==> config.mk <==
export PLATFORM = sky130hd
export DESIGN_NAME = prio_encoder_pipe
export DESIGN_NICKNAME = d
export VERILOG_FILES = /design/src/rtl/prio_encoder_pipe.sv
export SDC_FILE = /design/constraint.sdc
export NUM_CORES = 1
export LEC_CHECK = 0
export CAP_MARGIN = 30
export CELL_PAD_IN_SITES_DETAIL_PLACEMENT = 1
export CELL_PAD_IN_SITES_GLOBAL_PLACEMENT = 2
export CORE_ASPECT_RATIO = 0.8
export CORE_MARGIN = 1
export CORE_UTILIZATION = 23
export DETAILED_ROUTE_END_ITERATION = 16
export PLACE_DENSITY = 0.78
export REMOVE_ABC_BUFFERS = 1
export SYNTH_ARGS = -nofsm -noshare
export SYNTH_HDL_FRONTEND = slang
export SYNTH_SLANG_ARGS = --single-unit
==> constraint.sdc <==
create_clock -name clk -period 1.39 [get_ports clk]
set_input_delay 0.139 -clock clk [delete_from_list [all_inputs] [get_ports clk]]
set_output_delay 0.139 -clock clk [all_outputs]
set_load 0.03 [all_outputs]
==> src/rtl/prio_encoder_pipe.sv <==
// Registered N-input priority encoder with a one-deep valid/ready output stage.
// Optional round-robin arbitration is compiled in when PRIO_ENC_RR_EN is defined.
module prio_encoder_pipe #(
  parameter int N     = 8,
  parameter int IDX_W = $clog2(N)
) (
  input  logic             clk,
  input  logic             rst_n,
  input  logic [N-1:0]     req_i,
  input  logic             mode_i,
  output logic             enc_valid_o,
  input  logic             enc_ready_i,
  output logic [IDX_W-1:0] enc_idx_o,
  output logic [N-1:0]     enc_onehot_o
);

  function automatic logic [IDX_W-1:0] lowest_set(input logic [N-1:0] v);
    lowest_set = '0;
    for (int unsigned i = N; i > 0; i--) begin
      if (v[i-1]) lowest_set = IDX_W'(i - 1);
    end
  endfunction

  logic             cap;
  logic             any_req;
  logic [IDX_W-1:0] win;
  logic             valid_q, valid_d;
  logic [IDX_W-1:0] idx_q, idx_d;
  logic [N-1:0]     onehot_q, onehot_d;

  assign cap     = !valid_q || enc_ready_i;
  assign any_req = |req_i;

`ifdef PRIO_ENC_RR_EN
  logic [IDX_W-1:0] ptr_q, ptr_d;
  logic [N-1:0]     hi_req;

  // Requests at or above ptr; when none remain the search wraps to the whole vector.
  assign hi_req = req_i & ~((N'(1) << ptr_q) - N'(1));
  assign win    = (mode_i && (|hi_req)) ? lowest_set(hi_req) : lowest_set(req_i);

  always_comb begin
    ptr_d = ptr_q;
    if (cap && any_req && mode_i) begin
      ptr_d = (win == IDX_W'(N - 1)) ? '0 : win + IDX_W'(1);
    end
  end

  always_ff @(posedge clk or negedge rst_n) begin
    if (!rst_n) ptr_q <= '0;
    else        ptr_q <= ptr_d;
  end
`else
  logic unused_mode;

  assign unused_mode = mode_i;
  assign win         = lowest_set(req_i);
`endif

  always_comb begin
    valid_d  = valid_q;
    idx_d    = idx_q;
    onehot_d = onehot_q;
    if (cap) begin
      valid_d  = any_req;
      idx_d    = any_req ? win : '0;
      onehot_d = any_req ? (N'(1) << win) : '0;
    end
  end

  always_ff @(posedge clk or negedge rst_n) begin
    if (!rst_n) begin
      valid_q  <= 1'b0;
      idx_q    <= '0;
      onehot_q <= '0;
    end else begin
      valid_q  <= valid_d;
      idx_q    <= idx_d;
      onehot_q <= onehot_d;
    end
  end

  assign enc_valid_o  = valid_q;
  assign enc_idx_o    = idx_q;
  assign enc_onehot_o = onehot_q;

endmodule

==> results of run 1 <==
cell families (layout without fill, tap and decap cells):
kind of cell	after synthesis	in the layout	share of synthesized area
buf+inv	2	34	0.01923
simple gates	19	19	0.1683
compound gates	12	12	0.1923
flops	12	12	0.5769
mux	2	2	0.04327
state kept, by name (all words and copies together) (netlist names):
signal / count
enc_onehot_o: 8
enc_idx_o: 3
enc_valid_o: 1
metal layers:
layer | vias up | wire length, µm
met4 | 0 | 0
li1 | 240 | -
met2 | 17 | 526
met5 | - | 0
met1 | 224 | 605
met3 | 0 | 75
worst paths after layout:
kind	end	cells after the start	slack, ns	from
max reg2reg	enc_idx_o[1]	4	0.16	enc_valid_o
max in group asynchronous	enc_onehot_o[4]	2	1.07	rst_n
min in group clk	enc_onehot_o[1]	2	0.48	enc_onehot_o[1]
max	enc_idx_o[1]	4	0.16	enc_valid_o
min	enc_idx_o[1]	2	0.17	rst_n
min reg2reg	enc_onehot_o[1]	2	0.48	enc_onehot_o[1]
where the power goes:
part	leakage, nW	internal (mW)	switching (mW)
sequential	0.156	0.365	0.00736
clock	0.0138	0.100	0.102
combinational	0.234	0.0748	0.0848
total	0.403	0.540	0.194
critical path, stage by stage, from the launching register on:
cell	delay [ns]
dfrtp_1	0.37
nor2b_1	0.12
buf_4	0.17
nor3_1	0.32
a22o_1	0.19
synthesized netlist by cell type (all sizes together):
| cell type | instances | share of area |
|---|---|---|
| dfrtp | 12 | 0.58 |
| nand2 | 6 | 0.043 |
| nor2 | 5 | 0.036 |
| a22o | 4 | 0.070 |
| o21ai | 4 | 0.038 |
| nor2b | 3 | 0.036 |
| nor3 | 3 | 0.029 |
| a32o | 2 | 0.038 |
| buf | 2 | 0.019 |
| mux2 | 2 | 0.043 |
| nand2b | 1 | 0.012 |
| nor4 | 1 | 0.012 |
| o31ai | 1 | 0.014 |
| o41ai | 1 | 0.031 |
metrics by stage:
step | hold slack (ns) | TNS [ns] | util
4_1_cts | 0.1677 | 0 | 0.3912
5_1_grt | 0.1809 | 0 | 0.3912
2_1_floorplan | -0.1566 | -3.017 | -
3_5_place_dp | 0.4580 | -0.03777 | 0.3877
3_3_place_gp | 0.4540 | -0.006856 | 0.3877
6_report | 0.1697 | 0 | 0.3912
area by class of cell:
cell class	instances	area (µm²)
multi-input cells	33	210.2
flip-flops and latches	12	300.3
clock buffers	3	22.52
repair buffers	31	272.8
fillers	256	1303
well taps	25	31.28
layout by cell type (no fill, tap or decap), types with 3 or more instances in the layout:
master           instances
a22o_1                   3
nor2b_1                  3
nand2_1                  6
dfrtp_1                 12
buf_4                    9
clkdlybuf4s50_1         10
clkbuf_4                 3
nor3_1                   3
nor2_1                   5
dlygate4sd2_1           12
==> results_dict.tcl, run 1 <==
set metrics [dict create \
    run_status "completed" \
    dieHeight_um 44.55 \
    track_usage 0.1239 \
    clock_path_buffers 2 \
    wl_per_cell_um 11.61 \
    vias 481 \
    yosys_warnings 0 \
    grt_max_degree 14 \
    cts_tree "built" \
    place_area_um2 829.5 \
    die_width_um 55.19 \
    antenna_found_initial 0 \
    start_util 0.2433 \
    diodes 0 \
    cts_setup_buffers 0 \
    p_leak_nw 0.4031 \
    cts-root-buf "clkbuf_4" \
    drv_cap 0 \
    numCtsBuffers 3 \
    setup_viol 0 \
    clkTransAtPathRegs_ns 0.07 \
    syn_inst 47 \
    setup_ws_ns 0.1563 \
    dp_worst_setup_slack_ns -0.03777 \
    arrival_ns 1.44 \
    antenna_left 0 \
    required_ns 1.59 \
    period_share 0.8876 \
    fin_cells 104 \
    overflow 0 \
    skew_ns 0.001084 \
    vias_per_cell 4.625 \
    worstPathMaxFanout 13 \
    synth_area_um2 520.5 \
    nets 93 \
    cp-start-kind "flop" \
    hpwl_um 968.6 \
    yosysSeqAreaShare 0.5769 \
    grt_use_met1 0.1839 \
    hold_viol 0 \
    cts_hold_buffers 0 \
    post_cts_resized 12 \
    grt_pass1_wl_um 2090 \
    portBuffers 22 \
    clock_latency_ns 0.26 \
    htreeDepth 1 \
    fin_crit_ns 1.234 \
    drv_slew 0 \
    dr.pass1.iters 1 \
    fin_total_pwr_uw 734.3 \
    totalWireLength_um 1207 \
    drive_gt1_frac 0.2025 \
    drc 0 \
    rows 15 \
    crit_type "flop to flop" \
    synth_cell_type_count 16 \
    grt_pass1_vias 474 \
    hold_class "input pin to async pin" \
    end_kind "flop" \
    met3_usage 0.03436 \
    rsz0062_at_grt "false" \
    pin_count 24 \
    maxSlewHeadroom 0.7451 \
    drtIter0Drc 0 \
    cts_sinks 12 \
    core_um2 2140 \
    grt_util_met2 0.1614 \
    ys_ff_latch 12 \
    fin_area_um2 837.1 \
    fmax_mhz 810.6 \
    worst_pin_slew_ns 0.3795 \
    avgSynthCellArea_um2 11.07 \
    top_usage_layer "met1" \
    powerDensity_nw_per_um2 877.3 \
    dp.cells 101 \
    peakVddDrop_v 0.0004718 \
    die-area_um2 2458 \
    area_growth_pct 60.82 \
    gp_congestion 0.6900 \
]
Note: power is estimated with default switching activity, not from simulation.
==> run 2, diff against run 1 <==
--- a/config.mk
+++ b/config.mk
@@ -9,7 +9,6 @@
 export CELL_PAD_IN_SITES_DETAIL_PLACEMENT = 1
 export CELL_PAD_IN_SITES_GLOBAL_PLACEMENT = 2
 export CORE_ASPECT_RATIO = 0.8
-export CORE_MARGIN = 1
 export CORE_UTILIZATION = 23
 export DETAILED_ROUTE_END_ITERATION = 16
 export PLACE_DENSITY = 0.78
==> results of run 2 <==
The final DEF is identical to that of run 1; final timing and power are the same.
